$ cat config.mk
export PLATFORM = sky130hd
export DESIGN_NAME = spi_ram_responder
export DESIGN_NICKNAME = d
export VERILOG_FILES = /design/src/rtl/spi_memory_pkg.sv /design/src/rtl/spi_pin_synchroniser.sv /design/src/rtl/spi_ram_responder.sv
export SDC_FILE = /design/constraint.sdc
export NUM_CORES = 1
export LEC_CHECK = 0
export CAP_MARGIN = 40
export CORE_MARGIN = 2
export CORE_UTILIZATION = 50
export CTS_BUF_LIST = sky130_fd_sc_hd__clkbuf_4
export CTS_CLUSTER_SIZE = 28
export DETAILED_ROUTE_END_ITERATION = 6
export DONT_BUFFER_PORTS = 1
export GPL_ROUTABILITY_DRIVEN = 0
export PLACE_DENSITY = 0.69
export SYNTH_ARGS = -nofsm -noshare
export SYNTH_HDL_FRONTEND = slang
export SYNTH_SLANG_ARGS = --single-unit
export TNS_END_PERCENT = 30
$ cat constraint.sdc
create_clock -name clk -period 5.7 [get_ports clk]
set_input_delay 0 -clock clk [delete_from_list [all_inputs] [get_ports clk]]
set_output_delay 0 -clock clk [all_outputs]
set_load 0.05 [all_outputs]
$ cat src/rtl/spi_memory_pkg.sv
// rtl/spi_memory_pkg.sv - shared SPI memory opcodes, mode encodings and responder state enum
// Used by both the SPI memory controller and the SPI RAM responder so the two
// ends of the link agree on one definition of the wire protocol.
package spi_memory_pkg;

    localparam logic [7:0] OPCODE_READ  = 8'h03;
    localparam logic [7:0] OPCODE_WRITE = 8'h02;
    localparam logic [7:0] OPCODE_RDMR  = 8'h05;
    localparam logic [7:0] OPCODE_WRMR  = 8'h01;

    // Mode register bits [7:6]; 2'b11 is reserved and behaves as sequential.
    localparam logic [1:0] MODE_BYTE       = 2'b00;
    localparam logic [1:0] MODE_PAGE       = 2'b10;
    localparam logic [1:0] MODE_SEQUENTIAL = 2'b01;

    typedef enum logic [2:0] {
        STATE_IDLE,
        STATE_COMMAND,
        STATE_ADDRESS,
        STATE_READ_DATA,
        STATE_WRITE_DATA,
        STATE_READ_STATUS,
        STATE_WRITE_STATUS,
        STATE_IGNORE
    } spi_state_t;

endpackage

$ cat src/rtl/spi_pin_synchroniser.sv
// rtl/spi_pin_synchroniser.sv - two-flop pin synchroniser with rise/fall detect
// Ports:
//   clk, rst  system clock, asynchronous active-low reset
//   pin       asynchronous input pin
//   level     synchronised pin level (2 clk behind the pin)
//   rise      one-cycle pulse on a synchronised 0->1 transition
//   fall      one-cycle pulse on a synchronised 1->0 transition
module spi_pin_synchroniser #(
    parameter logic RESET_VALUE = 1'b0
) (
    input  logic clk,
    input  logic rst,
    input  logic pin,
    output logic level,
    output logic rise,
    output logic fall
);

    logic stage1;
    logic stage2;
    logic previous;

    always_ff @(posedge clk or negedge rst) begin
        if (!rst) begin
            stage1   <= RESET_VALUE;
            stage2   <= RESET_VALUE;
            previous <= RESET_VALUE;
        end else begin
            stage1   <= pin;
            stage2   <= stage1;
            previous <= stage2;
        end
    end

    assign level = stage2;
    assign rise  = stage2 & ~previous;
    assign fall  = ~stage2 & previous;

endmodule

$ cat src/rtl/spi_ram_responder.sv
// rtl/spi_ram_responder.sv - oversampled SPI mode-0 SRAM responder on a byte-wide memory port
// Ports:
//   clk, rst        system clock (>= 8x sck), asynchronous active-low reset
//   sck, csb, mosi  SPI pins, asynchronous to clk
//   miso            serial data out, updated after sck falling edges; 0 when idle
//   misoEnable      high while a READ or RDMR data phase is driving miso
//   memAddress      byte address to the memory
//   memWriteEnable  single-cycle write strobe, with memDataWrite
//   memReadEnable   single-cycle read strobe; memDataRead is valid the next clk
//   mode            mode register bits [7:6]
module spi_ram_responder
    import spi_memory_pkg::*;
#(
    parameter int ADDRESS_BITS = 17,
    parameter int PAGE_BYTES   = 32
) (
    input  logic                    clk,
    input  logic                    rst,
    input  logic                    sck,
    input  logic                    csb,
    input  logic                    mosi,
    output logic                    miso,
    output logic                    misoEnable,
    output logic [ADDRESS_BITS-1:0] memAddress,
    output logic                    memWriteEnable,
    output logic [7:0]              memDataWrite,
    output logic                    memReadEnable,
    input  logic [7:0]              memDataRead,
    output logic [1:0]              mode
);

    // The shifter only keeps the bits we can use: upper wire-address bits
    // simply fall off the top, which leaves the low ADDRESS_BITS behind.
    localparam int SW = (ADDRESS_BITS > 8) ? ADDRESS_BITS : 8;
    localparam logic [ADDRESS_BITS-1:0] PAGE_MASK = ADDRESS_BITS'(PAGE_BYTES - 1);

    logic sck_level_unused;
    logic sck_rise;
    logic sck_fall;
    logic csb_level;
    logic csb_rise_unused;
    logic csb_fall_unused;
    logic mosi_meta;
    logic mosi_sync;

    spi_pin_synchroniser #(.RESET_VALUE(1'b0)) sck_sync (
        .clk   (clk),
        .rst   (rst),
        .pin   (sck),
        .level (sck_level_unused),
        .rise  (sck_rise),
        .fall  (sck_fall)
    );

    spi_pin_synchroniser #(.RESET_VALUE(1'b1)) csb_sync (
        .clk   (clk),
        .rst   (rst),
        .pin   (csb),
        .level (csb_level),
        .rise  (csb_rise_unused),
        .fall  (csb_fall_unused)
    );

    // mosi shares the sck synchroniser depth so it is aligned with sck_rise.
    always_ff @(posedge clk or negedge rst) begin
        if (!rst) begin
            mosi_meta <= 1'b0;
            mosi_sync <= 1'b0;
        end else begin
            mosi_meta <= mosi;
            mosi_sync <= mosi_meta;
        end
    end

    function automatic logic [ADDRESS_BITS-1:0] next_address(
        input logic [ADDRESS_BITS-1:0] current,
        input logic [1:0]              mode_bits
    );
        logic [ADDRESS_BITS-1:0] incremented;
        incremented = current + 1'b1;
        case (mode_bits)
            MODE_BYTE: next_address = current;
            MODE_PAGE: next_address = (current & ~PAGE_MASK) | (incremented & PAGE_MASK);
            default:   next_address = incremented;
        endcase
    endfunction

    spi_state_t      state;
    logic [4:0]      bit_count;
    logic [SW-2:0]   shift_in;
    logic [SW-1:0]   shifted;
    logic            read_command;
    logic            read_capture;
    logic [2:0]      out_count;
    logic [7:0]      out_shift;
    logic [7:0]      byte_now;

    assign shifted = {shift_in, mosi_sync};

    // RDMR reloads the mode byte at the start of every output byte.
    always_comb begin
        byte_now = out_shift;
        if (state == STATE_READ_STATUS && out_count == 3'd0) begin
            byte_now = {mode, 6'b0};
        end
    end

    always_ff @(posedge clk or negedge rst) begin
        if (!rst) begin
            state          <= STATE_IDLE;
            bit_count      <= 5'd0;
            shift_in       <= '0;
            read_command   <= 1'b0;
            read_capture   <= 1'b0;
            out_count      <= 3'd0;
            out_shift      <= 8'h00;
            miso           <= 1'b0;
            misoEnable     <= 1'b0;
            memAddress     <= '0;
            memWriteEnable <= 1'b0;
            memDataWrite   <= 8'h00;
            memReadEnable  <= 1'b0;
            mode           <= MODE_SEQUENTIAL;
        end else begin
            memWriteEnable <= 1'b0;
            memReadEnable  <= 1'b0;
            read_capture   <= memReadEnable;
            if (read_capture) begin
                out_shift <= memDataRead;
            end
            // Advance one clk after the write strobe so the strobe sees the current address.
            if (memWriteEnable) begin
                memAddress <= next_address(memAddress, mode);
            end

            if (csb_level) begin
                // csb high wins over any bit completing in this cycle.
                state      <= STATE_IDLE;
                bit_count  <= 5'd0;
                out_count  <= 3'd0;
                miso       <= 1'b0;
                misoEnable <= 1'b0;
            end else begin
                case (state)
                    STATE_IDLE: begin
                        state     <= STATE_COMMAND;
                        bit_count <= 5'd0;
                    end
                    STATE_COMMAND: begin
                        if (sck_rise) begin
                            shift_in  <= shifted[SW-2:0];
                            bit_count <= bit_count + 5'd1;
                            if (bit_count == 5'd7) begin
                                bit_count <= 5'd0;
                                case (shifted[7:0])
                                    OPCODE_READ: begin
                                        read_command <= 1'b1;
                                        state        <= STATE_ADDRESS;
                                    end
                                    OPCODE_WRITE: begin
                                        read_command <= 1'b0;
                                        state        <= STATE_ADDRESS;
                                    end
                                    OPCODE_RDMR: state <= STATE_READ_STATUS;
                                    OPCODE_WRMR: state <= STATE_WRITE_STATUS;
                                    default:     state <= STATE_IGNORE;
                                endcase
                            end
                        end
                    end
                    STATE_ADDRESS: begin
                        if (sck_rise) begin
                            shift_in  <= shifted[SW-2:0];
                            bit_count <= bit_count + 5'd1;
                            if (bit_count == 5'd23) begin
                                bit_count     <= 5'd0;
                                memAddress    <= shifted[ADDRESS_BITS-1:0];
                                memReadEnable <= read_command;
                                state         <= read_command ? STATE_READ_DATA : STATE_WRITE_DATA;
                            end
                        end
                    end
                    STATE_WRITE_DATA: begin
                        if (sck_rise) begin
                            shift_in  <= shifted[SW-2:0];
                            bit_count <= bit_count + 5'd1;
                            if (bit_count == 5'd7) begin
                                bit_count      <= 5'd0;
                                memWriteEnable <= 1'b1;
                                memDataWrite   <= shifted[7:0];
                            end
                        end
                    end
                    STATE_WRITE_STATUS: begin
                        if (sck_rise) begin
                            shift_in  <= shifted[SW-2:0];
                            bit_count <= bit_count + 5'd1;
                            if (bit_count == 5'd7) begin
                                bit_count <= 5'd0;
                                mode      <= shifted[7:6];
                                state     <= STATE_IGNORE;
                            end
                        end
                    end
                    STATE_READ_DATA, STATE_READ_STATUS: begin
                        if (sck_fall) begin
                            miso       <= byte_now[7];
                            out_shift  <= {byte_now[6:0], 1'b0};
                            misoEnable <= 1'b1;
                            out_count  <= out_count + 3'd1;
                            // Bit 0 is going out: fetch the next byte while it is on the wire.
                            if (state == STATE_READ_DATA && out_count == 3'd7) begin
                                memAddress    <= next_address(memAddress, mode);
                                memReadEnable <= 1'b1;
                            end
                        end
                    end
                    default: begin
                        state <= STATE_IGNORE;
                    end
                endcase
            end
        end
    end

endmodule

---- Word-level counts from Yosys, hierarchy flattened ----
Cells that the tools add are included.
word-level totals
  flip-flop bits (word level) ............. 75
  bits in latches ......................... 0
  bits in writable memories ............... 0
  bits in read-only memories .............. 0
  bits of input ports ..................... 13
  logic and storage cells ................. 122
  memories kept ........................... 0
cells by class
  add/subtract/negate cells ............... 3
  $mul .................................... 0
  divide/modulo/power cells ............... 0
  order comparisons ....................... 0
  eq/ne operators ......................... 22
  shifts and indexed selects .............. 0
  mux-type cells .......................... 49
  bitwise logic cells ..................... 6
  reductions and logical operators ........ 21
operators with widths
  kind                                                                      number
  17-bit two-way mux                                                        6
  17-bit one-hot mux with 2 select lines                                    2
  8-bit two-way mux                                                         5
  3-bit two-way mux                                                         11
  5-bit two-way mux                                                         5
  3-bit by 2-bit inequality test with 1-bit output (second input constant)  6
  17-bit by 1-bit adder with 17-bit output (second input constant)          1
  17-bit by 5-bit bitwise OR with 17-bit output                             1
  8-bit by 2-bit == test with 1-bit output (second input constant)          2
  1-bit two-way mux                                                         15
  3-bit one-hot mux with 5 select lines                                     1
  5-bit one-hot mux with 3 select lines                                     1
  3-bit == test (second input constant)                                     4
  3-bit one-hot mux with 3 select lines                                     1
  8-bit by 1-bit == test with 1-bit output (second input constant)          1
  8-bit by 3-bit == test with 1-bit output (second input constant)          1
  4-bit AND reduction                                                       2
  7-bit AND reduction                                                       1
  3-bit by 2-bit == test with 1-bit output (second input constant)          2
  3-bit zero test                                                           2
  3-bit AND reduction                                                       2
  2-bit nonzero test                                                        3
  3-bit OR reduction                                                        2
  5-bit by 1-bit adder with 5-bit output (second input constant)            1
  17 further kinds                                                          23

---- Logic depth before layout (Yosys ltp) ----
Gate-level depths: netlist (run 1).
  depth after elaboration ................. 8
  depth in mapped cells ................... 8

---- Hierarchy ----
A second synthesis (run 1) with hierarchy kept.
unflattened totals
  cells, all modules ...................... 454
  area, all modules ....................... 4362.9 um^2
modules (own cells, without submodules)
  module                           times used  cells an instance  area an instance (um^2)  sequential area each (um^2)
  spi_ram_responder                1           444                4179.0                   1752.9
  spi_pin_synchroniser (csb_sync)  1           5                  93.8                     78.8
  spi_pin_synchroniser (sck_sync)  1           5                  90.1                     75.1

---- Worst setup path after synthesis (run 1) ----
No wires, ideal clock.
  path kind ............................... reg-to-reg
  from .................................... reg memAddress[7]
  to ...................................... reg memAddress[16]
  data arrival time ....................... 1.924 ns
  required time ........................... 5.579 ns
  path slack .............................. 3.655 ns
  stages on the path, launching flop included .. 6
  path buffers ............................ 0
  cell sequence ........................... dfrtp_1 > nand4_1 > nor4_1 > and3_1 > nand3_1 > a22o_1
between the ends
  cells in the longest elaborated chain, start to end .. 7
  elaborated cells on any way between the ends .. 9
  those cells by class .................... add/sub (1); mux (8)
RTL lines
  what                                          RTL line                                            source
  start: declaration                            spi_ram_responder.sv:24                             output logic [ADDRESS_BITS-1:0] memAddress,
  start signal: assignment                      spi_ram_responder.sv:133                            memAddress <= next_address(memAddress, mode);
  start signal: assignment                      spi_ram_responder.sv:177                            memAddress <= shifted[ADDRESS_BITS-1:0];
  start signal: assignment                      spi_ram_responder.sv:213                            memAddress <= next_address(memAddress, mode);
  17-bit by 1-bit adder with 17-bit output (*)  spi_ram_responder.sv:80                             incremented = current + 1'b1;
  17-bit one-hot mux with 2 select lines (*)    spi_ram_responder.sv:81                             case (mode_bits)
  17-bit two-way mux                            spi_ram_responder.sv:132                            if (memWriteEnable) begin
  17-bit two-way mux, on equally long branches  spi_ram_responder.sv:212, spi_ram_responder.sv:175
  17-bit two-way mux, on equally long branches  spi_ram_responder.sv:206, spi_ram_responder.sv:172
  17-bit one-hot mux with 2 select lines        spi_ram_responder.sv:144                            case (state)
  17-bit two-way mux (*)                        spi_ram_responder.sv:136                            if (csb_level) begin
Every way passes the cells marked *; elsewhere a longest branch is shown, timed or not.
A chain may end at the register's enable or synchronous reset.

---- Worst setup path after layout (run 1) ----
  from .................................... reg mode[0]
  to ...................................... reg memAddress[16]
between the ends
  cells in the longest elaborated chain, start to end .. 7
  elaborated cells on any way between the ends .. 10
  those cells by class .................... eq/ne (1); mux (8); reduce/logical (1)
RTL lines
  what                                              RTL line                                            source
  start: declaration                                spi_ram_responder.sv:29                             output logic [1:0] mode
  start signal: assignment                          spi_ram_responder.sv:200                            mode <= shifted[7:6];
  2-bit == test or 2-bit zero test (tied branches)  spi_ram_responder.sv:81
  17-bit one-hot mux with 2 select lines (*)        spi_ram_responder.sv:81
  17-bit two-way mux                                spi_ram_responder.sv:132
  17-bit two-way mux, on equally long branches      spi_ram_responder.sv:212, spi_ram_responder.sv:175
  17-bit two-way mux, on equally long branches      spi_ram_responder.sv:206, spi_ram_responder.sv:172
  17-bit one-hot mux with 2 select lines            spi_ram_responder.sv:144
  17-bit two-way mux (*)                            spi_ram_responder.sv:136
Marked as above.

==> impl_metrics.tcl, run 1 <==
set metrics [dict create \
    total_leakage_power_nw 1.86 \
    synth_top_family_by_area "simple AND/OR/NAND/NOR gates" \
    syn-mean-instance-area_um2 10.1 \
    startpoint_type "flip-flop" \
    setup_viol 0 \
    path_cells "nand4_1 -> nor4_1 -> and3_1 -> nand3_1 -> a22o_1" \
    netlist_area_um2 4180 \
    synth_compound_area_frac 0.139 \
    ant_nets 0 \
    die_height_um 95.4 \
    io_pins 44 \
    status "finished clean" \
    firstDrtPassIters 4 \
    rsz0062_at_grt "false" \
    fin_nets 436 \
    yosys.cell_types.count 64 \
    numCtsBuffers 9 \
    slew_violations 0 \
    dpl_cell_area_um2 4210 \
    cpMaxStageDelayCell "dfstp_2" \
    cts_max_level 3 \
    cts_tree "done" \
    die_x_um 95.4 \
    hold_class "in2async" \
    endpoint_kind "flip-flop" \
    max_stage_delay_ns 0.91 \
    fin_cells 528 \
    cts_sinks 75 \
    cp.arrival_ns 2.84 \
    final_core_util 0.552 \
    diodes 0 \
    coreArea_um2 8180 \
    first_global_vias 3080 \
    die_area_um2 9100 \
    ys.flop_type "dfrtp_1" \
    critPathMaxFanout 16 \
    vias 3249 \
    grt-ovfl-total 0 \
    ys_seq_area_frac 0.450 \
    p_sw_frac 0.350 \
    vdd_drop_max_v 0.000165 \
    synth_fa_ha_area_frac 0.0174 \
    power_frac_clock 0.265 \
    port_buffers 0 \
    critPathKind "reg2reg" \
    clkTransAtPathRegs_ns 0.15 \
    synth_cells 414 \
    syn_to_final_growth_pct 8.09 \
    cp.required_ns 6.04 \
    hpwl_um 6420 \
    finClkSkew_ns 0.0177 \
    total_power_mw 1.35 \
    viasPerCell 6.15 \
    rows 33 \
    drive_gt1_frac 0.154 \
    grt_pass1_wl_um 15600 \
    drv_cap 0 \
    finalCriticalPeriod_ns 2.50 \
    slew_headroom 0.458 \
    antenna_found_initial 0 \
    p_sw_mw 0.471 \
    fin_crit_sh 0.439 \
    synthArstFlopShare 1.00 \
    wire_per_inst_um 18.4 \
    synthSimpleGateAreaFrac 0.202 \
    tightest_slew_ns 0.813 \
    dr.first_iter.drc_count 202 \
    synthMuxAreaShare 0.116 \
    synth_xor_area_frac 0.0419 \
    yosysWarnings 0 \
    synth_seq_cells 75 \
    grt_max_degree 76 \
    synth_fp_nets 432 \
    initial_utilization 0.511 \
    placed_cells 498 \
    power_density_nw_per_um2 298 \
    clkLatencyLatePin_ns 0.45 \
    setup_tns_ns 0 \
    clockRootBuffer "clkbuf_4" \
    seqPwrFrac 0.519 \
    cts.repair.resized 0 \
    drcViolationCount 0 \
    clk_path_buf_depth 2 \
    cts_setup_buffers 0 \
    holdBufCountCts 13 \
    synth-edff-count 0 \
    hold_violations 0 \
    stdcell_area_um2 4520 \
    max_freq_mhz 400 \
    wl_um 9710 \
    internal_power_mw 0.875 \
    grtUsageTotal 0.228 \
    power_frac_comb 0.217 \
]
[cell type report]
cell class | instances | area, um2
clock inverter | 6 | 72.6
clock buffer | 10 | 75.1
multi-input combinational | 309 | 2160
inverter | 8 | 30.0
tap | 105 | 131
sequential | 75 | 1880
fill | 726 | 3660
timing repair buffer | 15 | 170
[registers in the layout, summed over array words and instances, names as in the netlist, 2 cells and up]
name,cells
mode,2
bit_count,5
memDataWrite,8
out_shift,8
state,3
memAddress,17
out_count,3
shift_in,16
[path summary, 6_finish.rpt]
| path | startpoint | endpoint | slack (ns) | cells after the start |
|---|---|---|---|---|
| setup / recovery | mode[0] | memAddress[16] | 3.20 | 5 |
| hold / removal | rst | memAddress[11] | 0.08 | 2 |
| setup reg to reg | mode[0] | memAddress[16] | 3.20 | 5 |
| hold reg to reg | sck_sync.stage1 | sck_sync.level | 0.36 | 0 |
| max in group asynchronous | rst | csb_sync.level | 5.24 | 2 |
| min in group clk | csb | csb_sync.stage1 | 0.09 | 1 |
[power by group through the flow]
stage	clock network, mW	logic, mW	registers, mW
after detailed placement	0	0.267	0.705
after floorplan	0	0.254	0.654
after CTS	0.360	0.289	0.694
final	0.356	0.292	0.698
after global placement	0	0.259	0.701
after global routing	0.384	0.328	0.712
[cell families (layout without fill, tap and decap cells)]
| family | after synthesis | count (layout) |
|---|---|---|
| XOR/XNOR | 20 | 20 |
| multiplexers | 41 | 41 |
| AND/OR/NAND/NOR | 152 | 152 |
| adder cells (fa/ha/maj) | 6 | 6 |
| flip-flops | 75 | 75 |
| buffers and inverters | 30 | 39 |
| AO/OA/AOI/OAI | 90 | 90 |
[synthesized netlist by cell type (5+ instances only)]
library cell / count / area share
nand2_1: 22 / 0.020
and3_1: 5 / 0.0075
mux2_4: 10 / 0.036
a211oi_1: 7 / 0.013
o21ai_0: 19 / 0.023
dfrtp_1: 72 / 0.43
nor4_1: 9 / 0.013
mux2_2: 19 / 0.051
buf_2: 8 / 0.0096
or2_2: 5 / 0.0075
nor2_1: 34 / 0.031
inv_1: 8 / 0.0072
nand2b_1: 9 / 0.013
nand3_1: 25 / 0.030
ha_1: 5 / 0.015
xnor2_1: 13 / 0.027
clkbuf_1: 9 / 0.0081
xor2_1: 7 / 0.015
o21ai_1: 8 / 0.0096
nor2b_1: 5 / 0.0075
a21oi_1: 19 / 0.023
mux2i_1: 12 / 0.029
nor3_1: 9 / 0.011
[per-layer routing]
layer,vias up,GRT usage,wire (um)
met5,-,0,0
met4,0,0.0988,187
met3,19,0.0585,623
met2,110,0.346,4400
met1,1583,0.310,4500
li1,1537,-,-
[layout by cell type, fill, tap and decap left out, types with 3 or more instances in the layout]
master	n
dfstp_2	3
nor2b_1	5
nand3b_1	3
o211ai_1	3
xnor2_1	13
nor3_1	9
nor2_1	34
dlygate4sd3_1	12
nand4_1	4
o21ai_0	19
xor2_1	7
nand3_1	25
nand2_1	22
and3_1	5
or2_2	5
ha_1	5
mux2_2	19
clkbuf_4	10
o21ai_1	8
o22ai_1	4
mux2i_1	12
a21o_1	3
nor3_2	3
o21a_1	4
a211oi_1	7
a31oi_1	3
nor4_1	9
nand2b_1	9
inv_1	8
a21oi_1	19
mux2_4	10
dfrtp_1	72
[through the flow]
| stage | hold WS, ns | worst slack (ns) |
|---|---|---|
| after global routing | 0.0704 | 3.02 |
| after floorplan | -0.296 | 3.66 |
| final | 0.0793 | 3.20 |
| after detailed placement | -0.294 | 3.20 |
| after global placement | -0.294 | 3.27 |
| after CTS | 0.0740 | 3.19 |
[critical path: cells and delay by family, from the launching register on]
kind | cells | cell delay, ns
and+or+nand+nor | 4 | 1.28
DFF | 1 | 0.91
AOI/OAI and AO/OA | 1 | 0.20
Note: power is estimated with default switching activity, not from simulation.
==> run 2: changes to the inputs <==
--- a/config.mk
+++ b/config.mk
@@ -13,7 +13,7 @@
 export DETAILED_ROUTE_END_ITERATION = 6
 export DONT_BUFFER_PORTS = 1
 export GPL_ROUTABILITY_DRIVEN = 0
-export PLACE_DENSITY = 0.69
+export PLACE_DENSITY = 0.72
 export SYNTH_ARGS = -nofsm -noshare
 export SYNTH_HDL_FRONTEND = slang
 export SYNTH_SLANG_ARGS = --single-unit
==> constraint.sdc (replaced) <==
create_clock -name clk -period 2.1 [get_ports clk]
set_input_delay 0 -clock clk [delete_from_list [all_inputs] [get_ports clk]]
set_output_delay 0 -clock clk [all_outputs]
set_load 0.05 [all_outputs]
==> run 2 against run 1 <==
Net effect:
- clock skew is 0.0057 ns higher
- sequential share of layout area is 2.9 points lower
- via count is 6.6% higher
- combinational power grew to 3.2 times the previous value
- hold slack better by 0.013 ns
- largest cell class unchanged
- largest power group unchanged
- highest routed layer unchanged
==> impl_metrics.tcl, run 2 (synthesis gave the netlist of run 1 again) <==
set metrics [dict create \
    ff2ff_setup_slack_ns 0.1 \
    first_global_vias 3298 \
    holdCritStartpoint "csb" \
    vdd_drop_max_v 0.000465 \
    tightest_slew_ns 0.604 \
    final_common_cell "dfrtp_1" \
    timing.hold.ws_ns 0.0920 \
    wl_met2_um 4730 \
    syn_to_final_growth_pct 16.3 \
    grt_max_degree 76 \
    max_freq_mhz 499 \
    rsz0062_at_grt "false" \
    hold_depth 1 \
    firstDrtPassIters 5 \
    wire_per_inst_um 17.5 \
    coreArea_um2 8180 \
    status "finished clean" \
    ant_nets 0 \
    setup_viol 0 \
    diodes 0 \
    antenna_found_initial 0 \
    dr_wl_met3_um 717 \
    rr_worst_depth 7 \
    r2r-start "out_count[0]" \
    dr.first_iter.drc_count 357 \
    clockRootBuffer "clkbuf_4" \
    slew_violations 0 \
    cp.arrival_ns 2.40 \
    clkTransAtPathRegs_ns 0.15 \
    stdcell_area_um2 4860 \
    top_register "memAddress" \
    drt-met1-wl_um 4270 \
    power_density_nw_per_um2 744 \
    cts_sinks 75 \
    routed.top_layer "met4" \
    die_height_um 95.4 \
    dpl_cell_area_um2 4550 \
    fin_crit_sh 0.954 \
    hpwl_um 7050 \
    endpoint_kind "flip-flop" \
    fin_nets 483 \
    reg_top3 "memAddress: 17 flops, shift_in: 16 flops" \
    cts_max_level 3 \
    drcViolationCount 0 \
    vias 3462 \
    critPathMaxFanout 4 \
    finClkSkew_ns 0.0234 \
    startpoint_type "flip-flop" \
    hold_class "in2reg" \
    total_power_mw 3.62 \
    grtUsageTotal 0.236 \
    cts_tree "done" \
    total_leakage_power_nw 2.08 \
    clk_path_buf_depth 2 \
    final_cell_mix "72 x dfrtp_1, 49 x buf_4, 34 x nor2_1" \
    reg2reg_to "memAddress[6]" \
    die_area_um2 9100 \
    die_x_um 95.4 \
    port_buffers 0 \
    numCtsBuffers 9 \
    finalCriticalPeriod_ns 2.00 \
    drv_cap 0 \
    hold_end "csb_sync.stage1" \
    initial_utilization 0.511 \
    largest_reg_flops 17 \
    rows 33 \
    grt-ovfl-total 0 \
    hold_violations 0 \
    viasPerCell 6.02 \
    slew_headroom 0.597 \
    drive_gt1_frac 0.245 \
    setup_tns_ns 0 \
    critPathKind "reg2reg" \
    cp.required_ns 2.49 \
    wl_um 10100 \
    grt_pass1_wl_um 16400 \
    clkLatencyLatePin_ns 0.45 \
    io_pins 44 \
]
[run 2: cell type report]
| cell class | count | area (um2) |
|---|---|---|
| clock inverter | 7 | 61.3 |
| tap | 105 | 131 |
| inverter | 8 | 30.0 |
| fill | 699 | 3320 |
| sequential | 75 | 1880 |
| clock buffer | 9 | 67.6 |
| multi-input combinational | 309 | 2170 |
| timing repair buffer | 62 | 515 |
[run 2: worst max-delay path by stage]
stage | from | endpoint
6_report | out_count[0] | memAddress[6]
5_1_grt | out_count[0] | memAddress[13]
4_1_cts | out_count[0] | memAddress[13]
3_5_place_dp | out_count[0] | memAddress[13]
3_3_place_gp | out_count[0] | memAddress[14]
2_1_floorplan | memAddress[7] | memAddress[16]
[run 2: repair_timing]
| item | 4_1_cts | 5_1_grt |
|---|---|---|
| hold buffers | 13 | 0 |
| hold endpoints to repair | 86 | 0 |
| gates resized for setup | 0 | 5 |
| setup buffers | 0 | 2 |
| setup endpoints to repair | 0 | 7 |
[run 2: critical path: stages, from the launching register on]
cell      delay, ns
dfrtp_1        0.41
ha_1           0.16
ha_1           0.14
nand4b_1       0.16
buf_4          0.20
or2_2          0.35
a21oi_1        0.30
a311o_1        0.24
[run 2: per-layer routing]
metal	GRT usage	vias up
li1	-	1623
met4	0.115	0
met5	0	-
met2	0.358	129
met3	0.0569	34
met1	0.317	1676
[run 2: power breakdown]
group	switching [mW]	internal (mW)	total, mW
Sequential	0.217	1.61	1.83
Combinational	0.500	0.444	0.944
Clock	0.581	0.260	0.842
[run 2: per-stage QoR]
| step | utilization | worst slack [ns] | std cells |
|---|---|---|---|
| global placement | 0.557 | 0.150 | 544 |
| detailed placement | 0.557 | 0.0877 | 544 |
| global route | 0.594 | 0.00123 | 575 |
| finish | 0.594 | 0.0968 | 575 |
| CTS | 0.590 | 0.0315 | 573 |
| floorplan | - | 0.0551 | 414 |
==> run 3: changes to the inputs <==
--- a/config.mk
+++ b/config.mk
@@ -13,7 +13,7 @@
 export DETAILED_ROUTE_END_ITERATION = 6
 export DONT_BUFFER_PORTS = 1
 export GPL_ROUTABILITY_DRIVEN = 0
-export PLACE_DENSITY = 0.72
+export PLACE_DENSITY_LB_ADDON = 0.05
 export SYNTH_ARGS = -nofsm -noshare
 export SYNTH_HDL_FRONTEND = slang
 export SYNTH_SLANG_ARGS = --single-unit
==> run 3 against run 2 <==
Net effect:
- global-route usage up 0.17 points
- first-iteration DRC count down 44%
- die area unchanged
- fmax up 1.4%
- clock power up 35%
- critical path type unchanged
- largest cell class unchanged
==> impl_metrics.tcl, run 3 (synthesis gave the netlist of run 1 again) <==
set metrics [dict create \
    status "finished clean" \
    clkLatencyLatePin_ns 0.43 \
    cts_setup_buffers 0 \
    die_height_um 95.4 \
    total_power_mw 3.93 \
    seqPwrFrac 0.465 \
    drv_cap 0 \
    setup_ws_ns 0.124 \
    pre_cts_slack_ns 0.130 \
    reg_top3 "memAddress: 17 flops, shift_in: 16 flops" \
    coreArea_um2 8180 \
    initial_utilization 0.511 \
    fin_cells 577 \
    io_pins 44 \
    wl_um 10000 \
    cts_max_level 3 \
    grt_pass1_wl_um 16300 \
    max_freq_mhz 506 \
    fin_nets 485 \
    critPathMaxFanout 6 \
    viasPerCell 5.74 \
    n_fill_cell 699 \
    final_common_cell "dfrtp_1" \
    vias 3314 \
    syn_to_final_growth_pct 18.3 \
    power_density_nw_per_um2 794 \
    setup_tns_ns 0 \
    p_sw_mw 1.26 \
    power_frac_comb 0.245 \
    clockRootBuffer "clkbuf_4" \
    slew_violations 0 \
    wire_per_inst_um 17.4 \
    stdcell_area_um2 4940 \
    critPathKind "reg2reg" \
    total_leakage_power_nw 2.13 \
    clkTransAtPathRegs_ns 0.14 \
    internal_power_mw 2.67 \
    grtUsageTotal 0.238 \
    die_area_um2 9100 \
    dpl_cell_area_um2 4590 \
    top_register "memAddress" \
    rsz0062_at_grt "true" \
    hpwl_um 7140 \
    slew_headroom 0.591 \
    startpoint_type "flip-flop" \
    p_sw_frac 0.320 \
    placed_cells 548 \
    finalCriticalPeriod_ns 1.98 \
    numCtsBuffers 9 \
    die_x_um 95.4 \
    clk_path_buf_depth 2 \
    endpoint_kind "flip-flop" \
    finClkSkew_ns 0.0205 \
    grt_max_degree 76 \
    firstDrtPassIters 5 \
    cts_sinks 75 \
    cts_tree "done" \
    vdd_drop_max_v 0.000480 \
    ant_nets 0 \
    fin_crit_sh 0.941 \
    grt-ovfl-total 0 \
    cp.arrival_ns 2.28 \
    drcViolationCount 0 \
    hold_violations 0 \
    setup_viol 0 \
    final_cell_mix "72 x dfrtp_1, 50 x buf_4, 33 x nor2_1" \
    hold_class "in2async" \
    diodes 0 \
    dr.first_iter.drc_count 200 \
    antenna_found_initial 0 \
    first_global_vias 3212 \
    rows 33 \
    drive_gt1_frac 0.252 \
    largest_reg_flops 17 \
    tightest_slew_ns 0.614 \
    port_buffers 0 \
    power_frac_clock 0.290 \
    cp.required_ns 2.41 \
]
[run 3: layer usage]
metal  track usage  share of wire
met1         0.330           0.48
met2         0.365           0.45
met3        0.0490          0.059
met4        0.0940          0.014
met5             0              0
[run 3: worst max-delay path, cell delays in order, from the launching register on]
cell      delay (ns)
dfrtp_1         0.40
ha_1            0.16
ha_1            0.14
nand4b_1        0.13
buf_4           0.19
o21a_1          0.25
nor4_1          0.33
xnor2_1         0.16
o21ai_1         0.08
[run 3: final timing paths]
path,end,cells after the start,start,slack [ns]
max in group asynchronous,csb_sync.stage1,2,rst,1.62
hold / removal,memAddress[11],2,rst,0.12
hold reg to reg,sck_sync.level,0,sck_sync.stage1,0.36
setup reg to reg,memAddress[12],8,out_count[0],0.12
setup / recovery,memAddress[12],8,out_count[0],0.12
min in group clk,csb_sync.stage1,1,csb,0.12
[run 3: layout make-up]
cell class	count	area, um2	area share
clock buffers	9	67.6	0.0137
clock inverters	7	116	0.0236
inverters	8	30.0	0.00608
multi-input cells	309	2170	0.440
flip-flops and latches	75	1880	0.381
well taps	105	131	0.0266
repair buffers	64	543	0.110
[run 3: per-stage QoR]
| step | hold WS, ns | util |
|---|---|---|
| 2_1_floorplan | -0.296 | - |
| 3_3_place_gp | -0.293 | 0.562 |
| 3_5_place_dp | -0.294 | 0.562 |
| 4_1_cts | 0.0791 | 0.602 |
| 5_1_grt | 0.0858 | 0.604 |
| 6_report | 0.118 | 0.604 |
[run 3: power groups by stage]
stage	sequential (mW)	clock [mW]	combinational (mW)
floorplan	1.78	0	0.691
global placement	1.84	0	0.886
detailed placement	1.85	0	0.893
CTS	1.82	1.18	0.956
global route	1.86	1.22	1.07
finish	1.82	1.14	0.962
[run 3: repair_timing]
| action | in CTS | in global routing |
|---|---|---|
| hold buffers | 13 | 0 |
| setup endpoints to repair | 0 | 8 |
| endpoints found under the hold margin | 86 | 0 |
| resized for setup | 0 | 5 |
